File: src/rtl/demux8b_pkg.sv
// Shared definitions for the mux8b link: word/select widths, receiver states and
// the bit-reversed select-to-slot mapping used by both ends of the link.
package demux8b_pkg;

    localparam int WORD_W = 8;
    localparam int SEL_W  = 3;

    typedef enum logic {
        COLLECT = 1'b0,
        PARITY  = 1'b1
    } rx_state_t;

    function automatic logic [SEL_W-1:0] sel_to_idx(input logic [SEL_W-1:0] s);
        return {s[0], s[1], s[2]};
    endfunction

    // Returns 1 when word plus its even-parity bit holds an odd number of ones.
    function automatic logic even_parity_err(input logic [WORD_W-1:0] word,
                                             input logic              par);
        return ^{word, par};
    endfunction

endpackage

File: src/rtl/demux8b_slot.sv
// Shadow register for demux8b_rx: writes one bit into the slot selected by the
// bit-reversed select code; word_o is the register content with that write merged in.
module demux8b_slot
    import demux8b_pkg::*;
(
    input  logic              clk,
    input  logic              rst,
    input  logic              clr_i,
    input  logic              we_i,
    input  logic [SEL_W-1:0]  sel_i,
    input  logic              bit_i,
    output logic [WORD_W-1:0] word_o
);

    logic [WORD_W-1:0] word_q;
    logic [WORD_W-1:0] word_d;
    logic [WORD_W-1:0] merged_s;
    logic [WORD_W-1:0] base_s;
    logic [SEL_W-1:0]  idx_s;

    // Decode the select and build both the merged and the cleared-then-written word.
    always_comb begin
        idx_s    = sel_to_idx(sel_i);
        merged_s = word_q;
        base_s   = {WORD_W{1'b0}};
        if (we_i) begin
            merged_s[idx_s] = bit_i;
            base_s[idx_s]   = bit_i;
        end else begin
            merged_s = word_q;
            base_s   = {WORD_W{1'b0}};
        end
        if (clr_i) begin
            word_d = base_s;
        end else begin
            word_d = merged_s;
        end
    end

    // Shadow register.
    always_ff @(posedge clk or posedge rst) begin
        if (rst) begin
            word_q <= {WORD_W{1'b0}};
        end else begin
            word_q <= word_d;
        end
    end

    assign word_o = merged_s;

endmodule

File: src/rtl/demux8b_rx.sv
// Serial-to-parallel receiver for the mux8b link (bit counter, frame FSM, output
// registers). Define DEMUX8B_RX_PARITY_EN to add a trailing even-parity bit per frame.
module demux8b_rx
    import demux8b_pkg::*;
#(
    parameter int WIDTH = WORD_W
) (
    input  logic             clk,
    input  logic             rst,
    input  logic             sync,
    input  logic             din,
    input  logic             din_valid,
    output logic [SEL_W-1:0] s,
    output logic [WIDTH-1:0] dout,
    output logic             dout_valid,
    output logic             parity_err
);

    rx_state_t         state_q, state_d;
    logic [SEL_W-1:0]  s_q, s_d;
    logic [WIDTH-1:0]  dout_q, dout_d;
    logic              dv_q, dv_d;
    logic              perr_q, perr_d;

    logic              sh_clr_s;
    logic              sh_we_s;
    logic [SEL_W-1:0]  sh_sel_s;
    logic [WORD_W-1:0] sh_word_s;

    demux8b_slot u_shadow (
        .clk    (clk),
        .rst    (rst),
        .clr_i  (sh_clr_s),
        .we_i   (sh_we_s),
        .sel_i  (sh_sel_s),
        .bit_i  (din),
        .word_o (sh_word_s)
    );

    // Next-state: counter, frame FSM, shadow write control and output loads.
    always_comb begin
        state_d  = state_q;
        s_d      = s_q;
        dout_d   = dout_q;
        dv_d     = 1'b0;
`ifdef DEMUX8B_RX_PARITY_EN
        perr_d   = perr_q;
`else
        perr_d   = 1'b0;
`endif
        sh_clr_s = 1'b0;
        sh_we_s  = 1'b0;
        sh_sel_s = s_q;

        if (sync) begin
            // A sync edge drops the partial word; a valid bit on it becomes bit 0.
            state_d  = COLLECT;
            sh_clr_s = 1'b1;
            if (din_valid) begin
                sh_we_s  = 1'b1;
                sh_sel_s = 3'd0;
                s_d      = 3'd1;
            end else begin
                s_d      = 3'd0;
            end
        end else if (din_valid) begin
            case (state_q)
                COLLECT: begin
                    sh_we_s = 1'b1;
                    s_d     = s_q + 3'd1;
                    if (s_q == 3'd7) begin
`ifdef DEMUX8B_RX_PARITY_EN
                        state_d = PARITY;
`else
                        dout_d  = sh_word_s;
                        dv_d    = 1'b1;
`endif
                    end else begin
                        state_d = COLLECT;
                    end
                end
                PARITY: begin
`ifdef DEMUX8B_RX_PARITY_EN
                    dout_d  = sh_word_s;
                    dv_d    = 1'b1;
                    perr_d  = even_parity_err(sh_word_s, din);
                    s_d     = 3'd0;
`endif
                    state_d = COLLECT;
                end
                default: begin
                    state_d = COLLECT;
                    s_d     = 3'd0;
                end
            endcase
        end else begin
            state_d = state_q;
        end
    end

    // State and output registers.
    always_ff @(posedge clk or posedge rst) begin
        if (rst) begin
            state_q <= COLLECT;
            s_q     <= 3'd0;
            dout_q  <= {WIDTH{1'b0}};
            dv_q    <= 1'b0;
            perr_q  <= 1'b0;
        end else begin
            state_q <= state_d;
            s_q     <= s_d;
            dout_q  <= dout_d;
            dv_q    <= dv_d;
            perr_q  <= perr_d;
        end
    end

    assign s          = s_q;
    assign dout       = dout_q;
    assign dout_valid = dv_q;
    assign parity_err = perr_q;

endmodule
File: config.mk
export PLATFORM = sky130hd
export DESIGN_NAME = demux8b_rx
export DESIGN_NICKNAME = d
export VERILOG_FILES = /design/src/rtl/demux8b_pkg.sv /design/src/rtl/demux8b_slot.sv /design/src/rtl/demux8b_rx.sv
export SDC_FILE = /design/constraint.sdc
export NUM_CORES = 1
export LEC_CHECK = 0
export BUFFER_PORTS_ARGS = -buffer_cell sky130_fd_sc_hd__buf_4
export CORE_UTILIZATION = 57
export CTS_BUF_LIST = sky130_fd_sc_hd__clkbuf_4 sky130_fd_sc_hd__clkbuf_8 sky130_fd_sc_hd__clkbuf_16
export DETAILED_ROUTE_END_ITERATION = 10
export GPL_TIMING_DRIVEN = 0
export PLACE_DENSITY_LB_ADDON = 0.25
export SLEW_MARGIN = 20
export SYNTH_ARGS = -nofsm -noshare
export SYNTH_HDL_FRONTEND = slang
export SYNTH_SLANG_ARGS = --single-unit
File: constraint.sdc
create_clock -name clk -period 4.4 [get_ports clk]
set_input_delay 0.88 -clock clk [delete_from_list [all_inputs] [get_ports clk]]
set_output_delay 0.88 -clock clk [all_outputs]
set_load 0.03 [all_outputs]
==> results of run 1 <==
Yosys cell counts:
library cell / count / area [um2]
buf_6: 3 / 33.8
ha_1: 2 / 25.0
buf_2: 1 / 5.00
nand2b_1: 1 / 6.26
nor3b_2: 1 / 12.5
o21ai_0: 3 / 15.0
a211o_1: 1 / 8.76
conb_1: 1 / 3.75
and3b_1: 4 / 35.0
nand3b_1: 2 / 15.0
clkbuf_1: 2 / 7.51
nand2_1: 7 / 26.3
and4bb_1: 1 / 12.5
o21ai_1: 9 / 45.0
or2_1: 1 / 6.26
buf_4: 3 / 22.5
mux2i_1: 5 / 50.1
a21oi_1: 8 / 40.0
inv_2: 1 / 3.75
xnor2_1: 1 / 8.76
nor2_1: 11 / 41.3
a31oi_1: 6 / 37.5
nor3b_1: 1 / 7.51
o211ai_1: 1 / 7.51
nor3_2: 1 / 10.0
dfrtp_1: 20 / 500
nand3_1: 7 / 35.0
inv_1: 2 / 7.51
and3_1: 1 / 6.26
per-layer routing:
| layer | global-route usage (%) | wire length (um) |
|---|---|---|
| met1 | 27.0 | 885 |
| met5 | 0 | 0 |
| met4 | 10.3 | 35 |
| met3 | 3.67 | 95 |
| met2 | 40.6 | 950 |
registers in the layout, indices dropped and copies added, names as in the netlist:
register / cells
dout_valid: 1
s: 3
u_shadow.word_q: 8
dout: 8
final timing paths:
kind | startpoint | endpoint | slack [ns]
setup / recovery | s[0] | s[0] | 2.53
hold / removal | u_shadow.word_q[4] | u_shadow.word_q[4] | 0.54
setup reg to reg | s[0] | dout[0] | 2.86
hold reg to reg | u_shadow.word_q[4] | u_shadow.word_q[4] | 0.54
max in group asynchronous | rst | u_shadow.word_q[3] | 3.24
min in group asynchronous | rst | dout[4] | 0.69
cell usage in the layout (no fill, tap or decap), types with 3 or more instances in the layout:
cell and n:
a31oi_1 6, nand2_1 7, o21ai_0 3, and3b_1 4
a21oi_1 8, o21ai_1 9, clkbuf_4 3, buf_6 3
dfrtp_1 20, mux2i_1 5, nand3_1 7, nor2_1 11
buf_4 19
power by group:
group / internal (uW) / switching [uW] / leakage, uW / total (uW)
clock: 32.0 / 55.5 / 0.0000138 / 87.6
combinational: 41.3 / 65.7 / 0.000294 / 107
sequential: 197 / 9.02 / 0.000274 / 206
final cells by class:
cell class                 count  area [um2]
sequential                    20         500
fill                         143         498
multi-input combinational     75         455
timing repair buffer          16         120
buffer                         9        68.8
tap                           25        31.3
clock buffer                   3        22.5
inverter                       3        11.3
stage by stage:
stage	util, %	power [uW]	instance area (um2)	setup slack [ns]
6_report	70.8	400	1210	2.53
5_1_grt	70.8	419	1210	2.49
4_1_cts	70.8	403	1210	2.53
3_5_place_dp	69.5	316	1190	2.65
3_3_place_gp	69.5	313	1190	2.66
2_1_floorplan	-	283	1040	2.82
cells by family after synthesis:
logic type      share of synthesized area (%)
mux                                      4.83
flops                                    48.3
compound gates                           14.9
fa+ha+maj                                2.42
buf+inv                                  7.73
other cells                             0.362
simple gates                             20.7
xor+xnor                                0.846
==> results.md, run 1 <==
- Root Driver: clkbuf_4
- WHS: 0.543 ns
- Critical Path RT: 3.52 ns
- Vias in the first global route: 771
- Pwr/cell area: 331 nW/um2
- Clock tree sinks: 20
- Total CTS buffers: 3
- Kind of critical path: flip-flop to output pin
- Worst path depth: 1
- Yosys warns: 0
- CTS tree: yes
- Syn-to-layout area delta: 16.8%
- Syn_area_per_cell: 9.68 um2
- Die area: 1990 um2
- Slowest-stage cell, CP: dfrtp_1
- Tcrit/Tclk final: 42.4%
- Status: finished, final reports clean
- Distinct cells, synth: 29
- ANT nets after route: 0
- Post-CTS repair timing setup buffer count: 0
- Clock Skew: 0.00616 ns
- I/O Pins: 18
- DRC: 0
- CTS hold repair buffers: 0
- Hold Crit Class: flip-flop to flip-flop
- Final HPWL DP: 1430 um
- DR pass1 iterations: 4
- Setup TNS Final: 0 ns
- Crit path DAT: 0.99 ns
- RSZ-0062 raised after global routing: no
- Diodes inserted: 0
- Row cnt: 15
- IO buf count: 16
- Worst path bufs/invs: 1
- Die boundary height: 44.6 um
- Final Hold Fails: 0
- Peak supply drop: 173 uV
- Worst slew pin tran: 0.742 ns
- Fmax: 536 MHz
- Number of vias per cell: 5.35
- Sequential share of the synthesized area: 48.3%
- Mapped Nets: 114
- Gpl congestion: 0.781
- Synthesized cell area: 1040 um2
- Routed vias: 808
- Drt wl/cell: 13.0 um
- Path depth of the worst reg2reg path: 7
- Slew Viols, Final: 0
- Relative slew slack: 50.5%
- Cell chain of the critical path: buf_4
- Syn Inst Count: 107
- Maximum clock path buffer count: 2
- Initial antenna violation count: 0
- Core footprint: 1710 um2
- DR iter-0 viols: 13
- Final Setup Violations: 0
- Type of origin of the critical path: flip-flop
- Number of max-cap violations: 0
- Clock insertion delay at the later pin of the skew report: 0.31 ns
- Pleak: 0.000582 uW
- Family with the most delay on the worst path: flip-flops
- DP Cell Count: 148
- Worst hold path depth: 2
- Largest net degree at the start of global routing: 21
- Layout Nets: 135
- Crit path time final: 1.87 ns
- Remaining global-route overflow: 0
- Initial Utilization: 60.7%
- Layout cells sized above 1: 23.0%
- H-tree levels: 1
- Non-filler cells, final: 151
- Critical Path Fanout Max: 7
- First-pass GRT wire length: 3260 um
- CP Capture Type: output pin
- Reg clk slew, reported paths: 0.11 ns
- Flip-flop and latch count after synthesis: 20
- Post-cts gate resize count: 0
- Die X: 44.6 um
- Drt total wl: 1970 um
- Critical Path Max Stage Delay: 0.48 ns
- Total track usage: 22.9%
(Power assumes the default switching activity.)
==> run 2: changes to the inputs <==
--- a/config.mk
+++ b/config.mk
@@ -6,7 +6,7 @@
 export NUM_CORES = 1
 export LEC_CHECK = 0
 export BUFFER_PORTS_ARGS = -buffer_cell sky130_fd_sc_hd__buf_4
-export CORE_UTILIZATION = 57
+export CORE_UTILIZATION = 48
 export CTS_BUF_LIST = sky130_fd_sc_hd__clkbuf_4 sky130_fd_sc_hd__clkbuf_8 sky130_fd_sc_hd__clkbuf_16
 export DETAILED_ROUTE_END_ITERATION = 10
 export GPL_TIMING_DRIVEN = 0
==> constraint.sdc (replaced) <==
create_clock -name clk -period 1.7 [get_ports clk]
set_input_delay 0.34 -clock clk [delete_from_list [all_inputs] [get_ports clk]]
set_output_delay 0.34 -clock clk [all_outputs]
set_load 0.03 [all_outputs]
==> run 2 against run 1 <==
Net effect:
- core utilization is 8.8 points lower
- count of clock-buffer cells in the layout stayed put
- total power grew to 3.0 times the previous value
- via count is 2.0% higher
- highest routed layer unchanged
- sequential power grew to 2.6 times the previous value
- worst hold slack worse by 0.39 ns
- die area is 18% higher
- largest power group unchanged
==> results.md, run 2 (synthesized netlist as in run 1, its figures left out) <==
- Total CTS buffers: 3 (unchanged)
- Hold Crit Class: input port to async pin
- Tcrit/Tclk final: 91.2%
- Pwr/cell area: 973 nW/um2 (+190%)
- Drt wl/cell: 13.7 um (+5.3%)
- Storage element area: 500 um2 (unchanged)
- Fmax: 645 MHz
- Type of origin of the critical path: flip-flop
- CTS hold repair buffers: 0 (unchanged)
- Routed vias: 824 (+2.0%)
- Clock insertion delay at the later pin of the skew report: 0.31 ns (about the same)
- Row cnt: 16 (+1)
- ANT nets after route: 0 (unchanged)
- M1 WL: 993 um (+12%)
- Crit path DAT: 1.76 ns (+0.77 ns)
- DR iter-0 viols: 25 (+12)
- Multi-input gate area: 455 um2 (unchanged)
- Maximum clock path buffer count: 2 (unchanged)
- Critical Path RT: 1.91 ns (-1.61 ns)
- IO buf count: 16 (unchanged)
- Core footprint: 2000 um2 (+17%)
- Post-CTS repair timing setup buffer count: 0 (unchanged)
- Number of max-cap violations: 0 (unchanged)
- Slew Viols, Final: 0 (unchanged)
- CTS tree: yes
- Gpl congestion: 0.867 (+11%)
- Status: finished, final reports clean
- Post-cts gate resize count: 0 (unchanged)
- Commonest cells after routing, fill and taps aside: 20 x dfrtp_1, 19 x buf_4, 11 x nor2_1, 9 x o21ai_1, 8 x a21oi_1
- Initial antenna violation count: 0 (unchanged)
- Metal3 WL: 85 um (-11%)
- Clock Skew: 0.00222 ns (-0.00394 ns)
- First-pass GRT wire length: 3530 um (+8.2%)
- CP Capture Type: flip-flop
- FILL cells: 183 (+28%)
- Final Hold Fails: 0 (unchanged)
- Total track usage: 19.9% (-3.0 points)
- DR pass1 iterations: 4 (unchanged)
- Worst slew pin tran: 0.775 ns (+0.0331 ns)
- RSZ-0062 raised after global routing: no
- Root Driver: clkbuf_4
- Reg clk slew, reported paths: 0.12 ns (about the same)
- Largest net degree at the start of global routing: 21 (unchanged)
- Syn-to-layout area delta: 19.9%
- Path depth of the worst reg2reg path: 7 (unchanged)
- Vias in the first global route: 766 (-0.65%)
- Diodes inserted: 0 (unchanged)
- Die boundary height: 48.5 um (+8.6%)
- Top Layer Used: met4
- Layout Nets: 135 (unchanged)
- H-tree levels: 1 (unchanged)
- Setup TNS Final: 0 ns (unchanged)
- Final Setup Violations: 0 (unchanged)
- Clock tree sinks: 20 (unchanged)
- Initial Utilization: 51.8% (-8.9 points)
- Number of vias per cell: 5.35 (about the same)
- Layout cells sized above 1: 23.6% (+0.61 points)
- I/O Pins: 18 (unchanged)
- FF-to-FF End: dout[0]
- WHS: 0.155 ns (-0.387 ns)
- DRC: 0 (unchanged)
- Most common cell after layout, fill and taps aside: dfrtp_1
- Pleak: 0.000596 uW (+2.4%)
- Drt total wl: 2110 um (+7.4%)
- Kind of critical path: flip-flop to flip-flop
- Die area: 2350 um2 (+18%)
- Crit path time final: 1.55 ns
- Reg-to-reg critical path startpoint: s[0]
- Peak supply drop: 626 uV (+260%)
- Critical Path Fanout Max: 10 (+3)
- Final HPWL DP: 1470 um (+2.8%)
- Die X: 48.5 um (+8.6%)
- Relative slew slack: 48.2% (-2.2 points)
- Reg2reg setup slack: 0.15 ns (-2.71 ns)
- Remaining global-route overflow: 0 (unchanged)
- WL met2: 998 um (+5.1%)
run 2: cell types whose count changed in the layout (fill, tap and decap cells not counted):
cell	delta
bufinv_16	+1
run 2: layer usage:
layer  vias up  track usage [%]
met5         -                0
met3         5             2.83
met4         0             8.82
met1       387             27.5
li1        411                -
met2        21             31.2
run 2: power by group:
group,internal [uW],total (uW),switching [uW]
clock,239,401,162
sequential,509,532,23.1
combinational,106,276,169
total,854,1210,355
run 2: worst max-delay path by stage:
stage	endpoint	from	slack [ns]	cells after the start
finish	dout[0]	s[0]	0.15	7
CTS	dout[0]	s[0]	0.15	7
global placement	dout[0]	s[0]	0.19	7
global route	dout[0]	s[0]	0.04	7
detailed placement	dout[0]	s[0]	0.17	7
floorplan	dout[0]	s[0]	0.12	7
run 2: through the flow:
stage,power [uW],utilization (%),cell area [um2],instances,worst slack [ns]
2_1_floorplan,732,-,1040,107,0.116
5_1_grt,1260,62.1,1240,154,0.0366
3_3_place_gp,812,59.4,1190,150,0.188
3_5_place_dp,818,59.4,1190,150,0.168
6_report,1210,62.1,1240,154,0.150
4_1_cts,1210,62.1,1240,154,0.152
run 2: cell type report:
cell class	count	share of cell area, %
buffer	9	5.54
clock inverter	1	2.42
sequential	20	40.3
clock buffer	3	1.81
tap	27	2.72
multi-input combinational	75	36.7
inverter	3	0.906
timing repair buffer	16	9.67
run 2: worst max-delay path, cell delays in order, from the launching register on:
cell and delay [ns]:
dfrtp_1 0.47, ha_1 0.24, ha_1 0.18, and3b_1 0.17, buf_6 0.13, buf_6 0.14, nor2_1 0.08, a21oi_1 0.04
==> run 3: changes to the inputs <==
--- a/config.mk
+++ b/config.mk
@@ -5,6 +5,7 @@
 export SDC_FILE = /design/constraint.sdc
 export NUM_CORES = 1
 export LEC_CHECK = 0
+export ABC_AREA = 1
 export BUFFER_PORTS_ARGS = -buffer_cell sky130_fd_sc_hd__buf_4
 export CORE_UTILIZATION = 48
 export CTS_BUF_LIST = sky130_fd_sc_hd__clkbuf_4 sky130_fd_sc_hd__clkbuf_8 sky130_fd_sc_hd__clkbuf_16
==> run 3 against run 2 <==
Net effect:
- sequential power fell by 5.8%
- highest routed layer unchanged
- total power down 24%
- core utilization decreased by 0.94 points
- global-route usage down 2.2 points
- clock power down 30%
- count of clock-buffer cells in the layout increased by 1
- sequential cell count unchanged
- largest cell class unchanged
- critical path depth down 1
- sequential share of layout area is 0.62 points higher
- via count decreased by 0.61%
==> results.md, run 3 <==
- DR iter-0 viols: 28 (+12%)
- Total track usage: 17.6% (-2.2 points)
- Number of vias per cell: 5.15 (-3.7%)
- Crit path time final: 1.39 ns (-0.162 ns)
- Pwr Total: 917 uW (-24%)
- Die area: 2380 um2 (+1.2%)
- P_int: 663 uW (-22%)
- First-pass GRT wire length: 3210 um (-9.2%)
- Dpl cell area: 1190 um2 (-0.21%)
- Row cnt: 16 (unchanged)
- Crit path DAT: 1.59 ns (-0.17 ns)
- Final Hold Fails: 0 (unchanged)
- Initial Utilization: 52.4% (+0.63 points)
- Clock Skew: 0.00274 ns (+0.000522 ns)
- DP Cell Count: 155 (+3.3%)
- Critical Path Fanout Max: 9 (-1)
- Clock insertion delay at the later pin of the skew report: 0.30 ns (about the same)
- Status: finished, final reports clean
- Hold Crit Class: input port to async pin
- Routed vias: 819 (-0.61%)
- Slew Viols, Final: 0 (unchanged)
- Setup TNS Final: 0 ns (unchanged)
- DR pass1 iterations: 4 (unchanged)
- Core footprint: 2000 um2 (unchanged)
- Pwr/cell area: 749 nW/um2 (-23%)
- Leading area contributor after synthesis: dfrtp_1
- Fmax: 721 MHz (+12%)
- Logic pwr share: 14.5% (-8.3 points)
- Remaining global-route overflow: 0 (unchanged)
- Number of max-cap violations: 0 (unchanged)
- Final HPWL DP: 1410 um (-3.8%)
- Maximum clock path buffer count: 2 (unchanged)
- Reg clk slew, reported paths: 0.12 ns (about the same)
- Main synth FF type: dfrtp_1
- Synth top area cells: dfrtp_1 48%, nand2_1 13%, nand3_2 6.7%
- Commonest cells after routing, fill and taps aside: 35 x nand2_1, 20 x dfrtp_1, 16 x buf_4
- DRC: 0 (unchanged)
- ANT nets after route: 0 (unchanged)
- Final Setup Violations: 0 (unchanged)
- I/O Pins: 18 (unchanged)
- Die boundary height: 48.7 um (+0.58%)
- Post-synth top cells: 35 x nand2_1, 20 x dfrtp_1, 7 x a21oi_1, 7 x nand3_2, 7 x o21ai_1
- Critical Path RT: 1.90 ns (about the same)
- Vias in the first global route: 741 (-3.3%)
- Pleak: 0.000658 uW (+10%)
- Worst path bufs/invs: 1 (-1)
- Drt total wl: 1920 um (-9.0%)
- Syn_area_per_cell: 9.20 um2 (-5.0%)
- CTS tree: yes
- Post-cts gate resize count: 0 (unchanged)
- Die X: 48.7 um (+0.58%)
- Clock tree sinks: 20 (unchanged)
- Distinct cells, synth: 21 (-28%)
- Total CTS buffers: 3 (unchanged)
- Relative slew slack: 48.8% (+0.57 points)
- Largest net degree at the start of global routing: 21 (unchanged)
- Initial antenna violation count: 0 (unchanged)
- H-tree levels: 1 (unchanged)
- Syn-to-layout area delta: 16.7%
- Flip-flop and latch count after synthesis: 20 (unchanged)
- Sequential share of the synthesized area: 47.7% (-0.58 points)
- RSZ-0062 raised after global routing: no
- IO buf count: 14 (-2)
- Share of the synthesized area in the top cell type: 47.7% (-0.58 points)
- Sequential power share: 54.7% (+11 points)
- WHS: 0.163 ns (+0.00783 ns)
- Layout cells sized above 1: 36.4% (+13 points)
- Tcrit/Tclk final: 81.6% (-9.6 points)
- Gpl congestion: 0.782 (-9.8%)
- Non-filler cells, final: 159 (+3.2%)
- Root Driver: clkbuf_4
- CP Capture Type: flip-flop
- Sw power: 254 uW (-28%)
- Design area: 1220 um2 (-1.5%)
- Layout Nets: 140 (+3.7%)
- Clock power share: 30.8% (-2.4 points)
- Critical Path Max Stage Delay: 0.49 ns (+0.02 ns)
- Number of synthesized flops with an enable pin: 0 (unchanged)
- Yosys warns: 0 (unchanged)
- Family with the most delay on the worst path: flip-flops
- Worst slew pin tran: 0.767 ns (-0.00847 ns)
- Sw frac: 27.7% (-1.7 points)
- Peak supply drop: 509 uV (-19%)
- Drt wl/cell: 12.1 um (-12%)
- Type of origin of the critical path: flip-flop
- Post-CTS repair timing setup buffer count: 0 (unchanged)
- Syn Inst Count: 114 (+6.5%)
- Kind of critical path: flip-flop to flip-flop
- Slowest-stage cell, CP: dfrtp_1
- Diodes inserted: 0 (unchanged)
- Most common cell in the netlist: nand2_1
- Mapped Nets: 121 (+6.1%)
- Post-synthesis async set-or-reset flop share: 100% (unchanged)
- Synthesized cell area: 1050 um2 (+1.2%)
- CTS hold repair buffers: 0 (unchanged)
- Most common cell after layout, fill and taps aside: nand2_1
- Cell chain of the critical path: ha_1, ha_1, nand3_4, inv_4, nand2_1, nand2_1
run 3: final cells by class:
cell class	count	area [um2]
clock buffer	4	36.3
fill	179	778
buffer	4	46.3
tap	27	33.8
timing repair buffer	14	105
sequential	20	500
multi-input combinational	79	457
inverter	11	45.0
run 3: metrics by stage:
| step | util (%) | worst slack (ns) |
|---|---|---|
| after floorplan | - | 0.286 |
| after global placement | 59.3 | 0.342 |
| after detailed placement | 59.3 | 0.327 |
| after CTS | 61.1 | 0.308 |
| after global routing | 61.1 | 0.253 |
| final | 61.1 | 0.313 |
run 3: final timing paths:
check | start | to | slack [ns] | depth (start not counted)
max | s[0] | dout[3] | 0.31 | 6
max in group asynchronous | rst | dout[4] | 1.06 | 2
min reg2reg | dout[1] | dout[1] | 0.49 | 2
min in group clk | din_valid | s[2] | 0.32 | 3
max reg2reg | s[0] | dout[3] | 0.31 | 6
min | rst | dout[5] | 0.16 | 2
run 3: cells by family after synthesis:
| logic type | Yosys count | share of synthesized area [%] |
|---|---|---|
| other cells | 1 | 0.358 |
| fa+ha+maj | 2 | 2.39 |
| compound gates | 19 | 10.1 |
| simple gates | 57 | 30.7 |
| buf+inv | 15 | 8.71 |
| flops | 20 | 47.7 |
run 3: per-layer routing:
| layer | part of all wire [%] | up-vias | global-route usage [%] |
|---|---|---|---|
| met3 | 3.3 | 4 | 2.83 |
| met2 | 50 | 17 | 29.6 |
| met5 | 0 | - | 0 |
| li1 | - | 400 | - |
| met4 | 1.1 | 0 | 7.35 |
| met1 | 46 | 398 | 22.4 |
run 3: power by group through the flow:
stage | logic (uW) | registers (uW) | clock network (uW)
2_1_floorplan | 89.0 | 522 | 0
3_3_place_gp | 130 | 510 | 0
3_5_place_dp | 133 | 511 | 0
4_1_cts | 135 | 501 | 285
5_1_grt | 147 | 502 | 312
6_report | 133 | 501 | 282
